**config.mk**
```make
export PLATFORM = sky130hd
export DESIGN_NAME = input_loader_flat
export DESIGN_NICKNAME = d
export VERILOG_FILES = /design/src/rtl/bnn_pkg.sv /design/src/rtl/input_loader_if.sv /design/src/rtl/input_loader.sv /design/src/flat_wrapper.sv
export SDC_FILE = /design/constraint.sdc
export NUM_CORES = 2
export LEC_CHECK = 0
export ABC_CLOCK_PERIOD_IN_PS = 2700
export CAP_MARGIN = 20
export CORE_AREA = 2 2 344 346
export DETAILED_ROUTE_END_ITERATION = 6
export DIE_AREA = 0 0 346 348
export DONT_BUFFER_PORTS = 1
export PLACE_DENSITY = 0.45
export SYNTH_ARGS = -nofsm -noshare
export SYNTH_HDL_FRONTEND = slang
export SYNTH_SLANG_ARGS = --single-unit
export TNS_END_PERCENT = 100
```
**constraint.sdc**
```tcl
create_clock -name clk -period 2.7 [get_ports clk]
set_clock_uncertainty 0.2 [all_clocks]
set_input_delay 0.54 -clock clk [delete_from_list [all_inputs] [get_ports clk]]
set_output_delay 0.54 -clock clk [all_outputs]
set_load 0.05 [all_outputs]
```
**src/rtl/bnn_pkg.sv**
```systemverilog
// Definitions shared by every BNN stage: the top-level sequencer states and the
// network geometry constants.
package bnn_pkg;

  typedef enum logic [2:0] {
    s_IDLE    = 3'd0,
    s_LOAD    = 3'd1,
    s_LAYER_1 = 3'd2,
    s_LAYER_2 = 3'd3,
    s_LAYER_3 = 3'd4
  } state_t;

  localparam int IMG_DIM = 28;
  localparam int N_FILT  = 8;
  localparam int K       = 3;

endpackage

```
**src/rtl/input_loader_if.sv**
```systemverilog
// Valid/ready byte stream into the input loader. The source drives valid and data.
// The loader drives ready.
interface input_loader_if #(
  parameter int BEAT_W = 8
);

  logic              in_valid;
  logic [BEAT_W-1:0] in_data;
  logic              in_ready;

  modport master (output in_valid, output in_data, input in_ready);
  modport slave  (input in_valid, input in_data, output in_ready);

endinterface

```
**src/rtl/input_loader.sv**
```systemverilog
// Streams the pixel bits, the layer-1 kernel bits and a trailing XOR checksum byte
// into one shift register. The pixels/weights outputs are fixed slices of that register.
module input_loader #(
  parameter int IMG_DIM = bnn_pkg::IMG_DIM,
  parameter int N_FILT  = bnn_pkg::N_FILT,
  parameter int K       = bnn_pkg::K,
  parameter int BEAT_W  = 8
) (
  input  logic                               clk,
  input  logic                               rst,
  input  bnn_pkg::state_t                    state,
  input_loader_if.slave                      bus,
  output logic [IMG_DIM-1:0][IMG_DIM-1:0]    pixels,
  output logic [N_FILT-1:0][K-1:0][K-1:0]    weights,
  output logic                               load_done,
  output logic                               chk_err
);

  import bnn_pkg::*;

  localparam int NPIX  = IMG_DIM * IMG_DIM;
  localparam int NBITS = NPIX + N_FILT * K * K;
  localparam int NDATA = NBITS / BEAT_W;
  localparam int CNT_W = $clog2(NDATA + 1);

  if ((NBITS % BEAT_W) != 0) begin : g_bad_beat_width
    $error("input_loader: frame size %0d is not a multiple of BEAT_W %0d", NBITS, BEAT_W);
  end

  typedef enum logic [1:0] {
    L_IDLE,
    L_RECV,
    L_CHK,
    L_DONE
  } load_state_t;

  load_state_t       fsm;
  logic [CNT_W-1:0]  beat_cnt;
  logic [BEAT_W-1:0] xor_acc;
  logic [NBITS-1:0]  sreg;

  // Ready drops in the same cycle the sequencer leaves s_LOAD, so an abort never takes a beat.
  assign bus.in_ready = ((fsm == L_RECV) || (fsm == L_CHK)) && (state == s_LOAD);

  assign pixels  = sreg[NPIX-1:0];
  assign weights = sreg[NBITS-1:NPIX];

  always_ff @(posedge clk) begin
    if (rst) begin
      fsm       <= L_IDLE;
      beat_cnt  <= '0;
      xor_acc   <= '0;
      sreg      <= '0;
      load_done <= 1'b0;
      chk_err   <= 1'b0;
    end else begin
      case (fsm)
        L_IDLE: begin
          if (state == s_LOAD) begin
            fsm       <= L_RECV;
            beat_cnt  <= '0;
            xor_acc   <= '0;
            load_done <= 1'b0;
            chk_err   <= 1'b0;
          end
        end
        // Beats enter at the top and walk toward bit 0, so beat 0 ends up in the lowest bits.
        L_RECV: begin
          if (state != s_LOAD) begin
            fsm       <= L_IDLE;
            load_done <= 1'b0;
          end else if (bus.in_valid) begin
            sreg     <= {bus.in_data, sreg[NBITS-1:BEAT_W]};
            xor_acc  <= xor_acc ^ bus.in_data;
            beat_cnt <= beat_cnt + CNT_W'(1);
            if (beat_cnt == CNT_W'(NDATA - 1)) begin
              fsm <= L_CHK;
            end
          end
        end
        L_CHK: begin
          if (state != s_LOAD) begin
            fsm       <= L_IDLE;
            load_done <= 1'b0;
          end else if (bus.in_valid) begin
            chk_err   <= (bus.in_data != xor_acc);
            load_done <= 1'b1;
            fsm       <= L_DONE;
          end
        end
        L_DONE: begin
          if (state != s_LOAD) begin
            fsm <= L_IDLE;
          end
        end
        default: fsm <= L_IDLE;
      endcase
    end
  end

endmodule

```
**src/flat_wrapper.sv**
```systemverilog
// flat-port wrapper written by rule: the top's interface ports become plain ports
module input_loader_flat import bnn_pkg::*;
#(
  parameter int IMG_DIM = bnn_pkg::IMG_DIM,
  parameter int N_FILT  = bnn_pkg::N_FILT,
  parameter int K       = bnn_pkg::K,
  parameter int BEAT_W  = 8
)
  (clk, rst, state, pixels, weights, load_done, chk_err, bus_in_valid, bus_in_data, bus_in_ready);
  input_loader_if #(.BEAT_W(BEAT_W)) bus_i ();
  input  logic clk;
  input  logic rst;
  input  bnn_pkg::state_t state;
  output logic [IMG_DIM-1:0][IMG_DIM-1:0] pixels;
  output logic [N_FILT-1:0][K-1:0][K-1:0] weights;
  output logic load_done;
  output logic chk_err;
  input wire logic [$bits(bus_i.in_valid)-1:0] bus_in_valid;
  input wire logic [$bits(bus_i.in_data)-1:0] bus_in_data;
  output wire logic [$bits(bus_i.in_ready)-1:0] bus_in_ready;
  assign bus_i.in_valid = bus_in_valid;
  assign bus_i.in_data = bus_in_data;
  assign bus_in_ready = bus_i.in_ready;
  input_loader #(.IMG_DIM(IMG_DIM), .N_FILT(N_FILT), .K(K), .BEAT_W(BEAT_W)) u_core (.clk(clk), .rst(rst), .state(state), .bus(bus_i), .pixels(pixels), .weights(weights), .load_done(load_done), .chk_err(chk_err));
endmodule
```
======== Yosys cells after proc, flatten, opt, wreduce, memory -nomap -nowiden ========
Index checks and enable logic that the tools add are counted.
Widths: inputs -> output; s select.
word-level totals
  flip-flop bits (word level) ............. 875
  input port bits ......................... 14
  word-level logic and storage cells ...... 61
  output and inout bits ................... 859
operators by class
  bitwise gates (word level) .............. 2
  add/sub/neg operators ................... 1
  reductions and logical operators ........ 11
  eq/ne operators ......................... 17
  multiplexer cells ....................... 24
operators by type and width
  cell                 number
  $mux 8               3
  $mux 7               3
  $pmux 8 s2           1
  $mux 2               7
  $pmux 7 s2           1
  $reduce_and 4->1     3
  $ne 2x2->1 const B   5
  $ne 3x3->1 const B   3
  $ne 8x8->1           1
  $pmux 2 s4           1
  $xor 8x8->8          1
  $add 7x1->7 const B  1
  $eq 7x7->1 const B   1
  $mux 1               6
  $reduce_and 5->1     1
  $eq 2x2->1 const B   2
  $ne 2x1->1 const B   2
  $reduce_bool 2->1    2
  $eq 3x1->1 const B   1
  $ne 3x1->1 const B   1
  $pmux 1 s3           1
  $reduce_and 3->1     1
  $reduce_bool 3->1    1
  $eq 2x1->1 const B   1
  other kinds (5)      5

======== Logic depth before layout (Yosys ltp) ========
  depth in word-level cells ............... 5
  depth in mapped cells ................... 10
  mapped depth without buffers ............ 6

======== Least setup slack after synthesis ========
OpenSTA, ideal clock, no wires.
  path type ............................... input to register
  start point ............................. input port state[1]
  end point ............................... register u_core.sreg[188]
  library setup time ...................... 0.070 ns
  buffers on the path ..................... 4
  stages .................................. 8
  required time ........................... 2.430 ns
  path slack .............................. 0.614 ns
  data arrival time ....................... 1.815 ns
  path through ............................ or3b_1 buf_6 nor2_4 buf_8 buf_8 buf_4 nand2_1 a21oi_1
on the way
  word-level cells in the longest chain between the ends .. 3
ends and longest elaborated chain
  item                               line                source
  from (decl)                        flat_wrapper.sv:13  input bnn_pkg::state_t state;
  $ne 3x1->1                         input_loader.sv:69  if (state != s_LOAD) begin
  $not 1->1 (no source line)         -
  $reduce_and 3->1 (no source line)  -
  to (signal assigned)               input_loader.sv:73  sreg <= {bus.in_data, sreg[NBITS-1:BEAT_W]};
  to (decl)                          input_loader.sv:40  logic [NBITS-1:0] sreg;
No other way between the ends.
A chain may end at the register's enable or synchronous reset.

======== Final worst setup path ========
  start point ............................. input port rst
  end point ............................... register u_core.load_done
RTL lines
  item                  line                source
  from (decl)           flat_wrapper.sv:12  input logic rst;
  to (signal assigned)  input_loader.sv:54  load_done <= 1'b0;
  to (signal assigned)  input_loader.sv:63  load_done <= 1'b0;
  to (signal assigned)  input_loader.sv:71  load_done <= 1'b0;
  to (decl)             input_loader.sv:15  output logic load_done,
No word-level cell between the ends.

==> metrics.cfg <==
[status]
status=finished with violations
violations=negative hold slack, max-slew violations, negative setup slack

[yosys]
yosys-top-cells-area=dfxtp_1, nand2_1, a21oi_1
synth.mux.area_fraction_pct=0.06487
synth_xor_area_share_pct=0.2554
yosys.area.top_type=dfxtp_1
synth.top_cell.area_share_pct=56.76
synth_fa_ha_area_share_pct=0.2432
yosysWarnings=0
syn_nets=3868
yosys.area_share.simple_pct=21.88
syn_area_um2=30860
ys_seq_area_share_pct=56.76
synth-seq-cells=875
synth_top_family_by_area=simple AND/OR/NAND/NOR gates
synth_compound_area_share_pct=14.81
ys_types=44
synthCells=3848
avgSynthCellArea_um2=8.020

[critical_path]
cpPeakStageDelay_ps=1830
crit_chain=a211oi_1, dlygate4sd3_1
cp-start-kind=primary input
worst-path-buf-inv=1
critPathTopFamily=compound AO/OA/AOI/OAI gates
crit_arrival_ps=6450
worst_path_max_delay_cell=a211oi_1
critPathKind=primary input to flip-flop
crit_fanout=870
cp.required_ps=3120
critPathCaptureType=flip-flop

[final_layout]
drive_gt1_share_pct=6.811
layout.cells.most_common=nand2_1
finalNetCount=4184
final_cell_mix=nand2_1, dfxtp_1, a21oi_1
synthToLayoutAreaGrowth_pct=28.18
diodes=0

[route]
routed_via_density=4.633
drtAntennaViolNets=0
drt-total-wl_um=116300
wl_per_cell_um=20.13
drtIter0Drc=2108
drcViolationCount=0
first_pass_iters=5
via_count=26780

[clock_network]
root_buffer=clkbuf_16
clk_latency_ps=680
cts_sinks=875
clk_pin_slew_ps=60
cts_tree=done
cts-htree-levels=3
cts_buffers=97
cts_buffer_depth=3

[die]
rows=126
die-height_um=348
die-area_um2=120400
chipWidth_um=346
start_util_pct=26.38
core_area_um2=117000
pin_count=873

[global_routing]
grt_usage_pct=18.13
grt_pass1_vias=25160
grt_max_degree=871
grt_overflow_total=0
grt_pass1_wl_um=169500
antenna_found_initial=3

[place]
place_hpwl_um=78080
io_buffers=0
place_congestion=0.8244

[sta]
period_minus_slack_ps=6035
fin_setup_tns_ps=-1173970
fmax_mhz=165.7
hold_viol=26
drv_slew=793
fin_crit_sh_pct=223.5
whs_ps=-177.5
setup_viol=698
worst_slew_pin_slew_ps=7414
fin_ws_ps=-3335
maxSlewHeadroom_pct=-394.3
rsz0062_at_grt=yes

[run]
max-cap-violations=0

[pwr]
power.density_nw_per_um2=670.4
vdd_drop_max_v=0.0004523
finalPower_uw=26520
p_leak_uw=0.01388

[min_path]
hp-class=primary input to flip-flop

## synth_stat cells
library cell,n
a2bb2oi_1,1
a31oi_1,1
buf_4,7
nand3b_1,5
mux2i_1,2
or2_2,1
a311oi_1,1
nor4bb_1,1
o21ai_1,8
a221oi_1,1
nand3_1,5
a21o_1,1
nor2b_1,2
o21ai_0,3
xor2_1,3
buf_12,6
and2_1,2
inv_1,6
nor2_4,1
nand4b_1,1
a21oi_2,24
xnor2_1,6
buf_2,10
nand2_1,1719
or4_1,1
clkbuf_1,192
a211oi_1,3
nor3_1,11
inv_2,1
nor3b_2,1
dfxtp_1,875
or3b_1,1
ha_1,6
or3_1,1
a21oi_1,844
nor3b_1,1
a2111o_1,1
nor4_1,2
buf_8,3
nor2_1,9
o221ai_1,1
nor4_2,1
buf_6,74
nand2b_1,3
## logic make-up after synthesis
group	Yosys count
DFF	875
AOI/OAI and AO/OA	889
xor gates and xnor gates	9
adders and majority gates	6
and+or+nand+nor	1768
muxes	2
buffers and inverters	299
## where the power goes
part / internal (uW) / total (uW) / switching [uW] / leakage [uW]
registers: 12900 / 12900 / 7.42 / 0.00704
logic: 63.3 / 151 / 87.7 / 0.00525
clock network: 7770 / 13500 / 5680 / 0.00159
## state kept, by name (all words and copies together), names as in the netlist
| signal | count |
|---|---|
| u_core.beat_cnt | 7 |
| u_core.chk_err | 1 |
| u_core.fsm | 2 |
| u_core.load_done | 1 |
| u_core.sreg | 856 |
| u_core.xor_acc | 8 |
## worst paths after layout
kind / cells past startpoint / end / slack (ps) / from
min: 1 / u_core.sreg[29]$_SDFFE_PP0P_ / -180 / rst
max reg2reg: 8 / u_core.sreg[473]$_SDFFE_PP0P_ / -30 / u_core.fsm[1]$_SDFFE_PP0P_
min reg2reg: 2 / u_core.sreg[802]$_SDFFE_PP0P_ / 260 / u_core.sreg[802]$_SDFFE_PP0P_
max: 2 / u_core.load_done$_SDFFE_PP0P_ / -3330 / rst
## layer usage
layer,track usage [%],share of wire (%),routed length (um),up-vias
met5,0,0,0,-
met1,21.39,40,46830,12690
li1,-,-,-,13050
met4,5.579,2.8,3287,0
met2,29.71,47,54730,863
met3,7.749,9.9,11470,172
## area by class of cell
| class | count | area, um2 |
|---|---|---|
| Clock buffer | 143 | 2823 |
| Clock inverter | 35 | 417.9 |
| Fill cell | 12540 | 77420 |
| Inverter | 7 | 26.28 |
| Multi-Input combinational cell | 2674 | 11530 |
| Sequential cell | 875 | 17520 |
| Tap cell | 1536 | 1922 |
| Timing Repair Buffer | 509 | 5324 |
## timing repair
action,4_1_cts,5_1_grt
gates resized for setup,0,12
endpoints found under the hold margin,644,151
hold buffers,385,20
buffers inserted,0,5
setup endpoints to repair,0,296
## per-stage QoR
stage                     setup slack [ps]  hold WS (ps)  cells  utilization (%)  instance area [um2]
after floorplan                      614.4         258.7   3848                -                30860
after global placement               280.7         246.4   5188            27.43                32080
after detailed placement             277.2         255.4   5188            27.43                32080
after CTS                            14.54        -272.5   5751            33.49                39180
after global routing                -31.52        -254.5   5779            33.82                39560
final                                -3335        -177.5   5779            33.82                39560
Power figures use the tool's default switching activity.
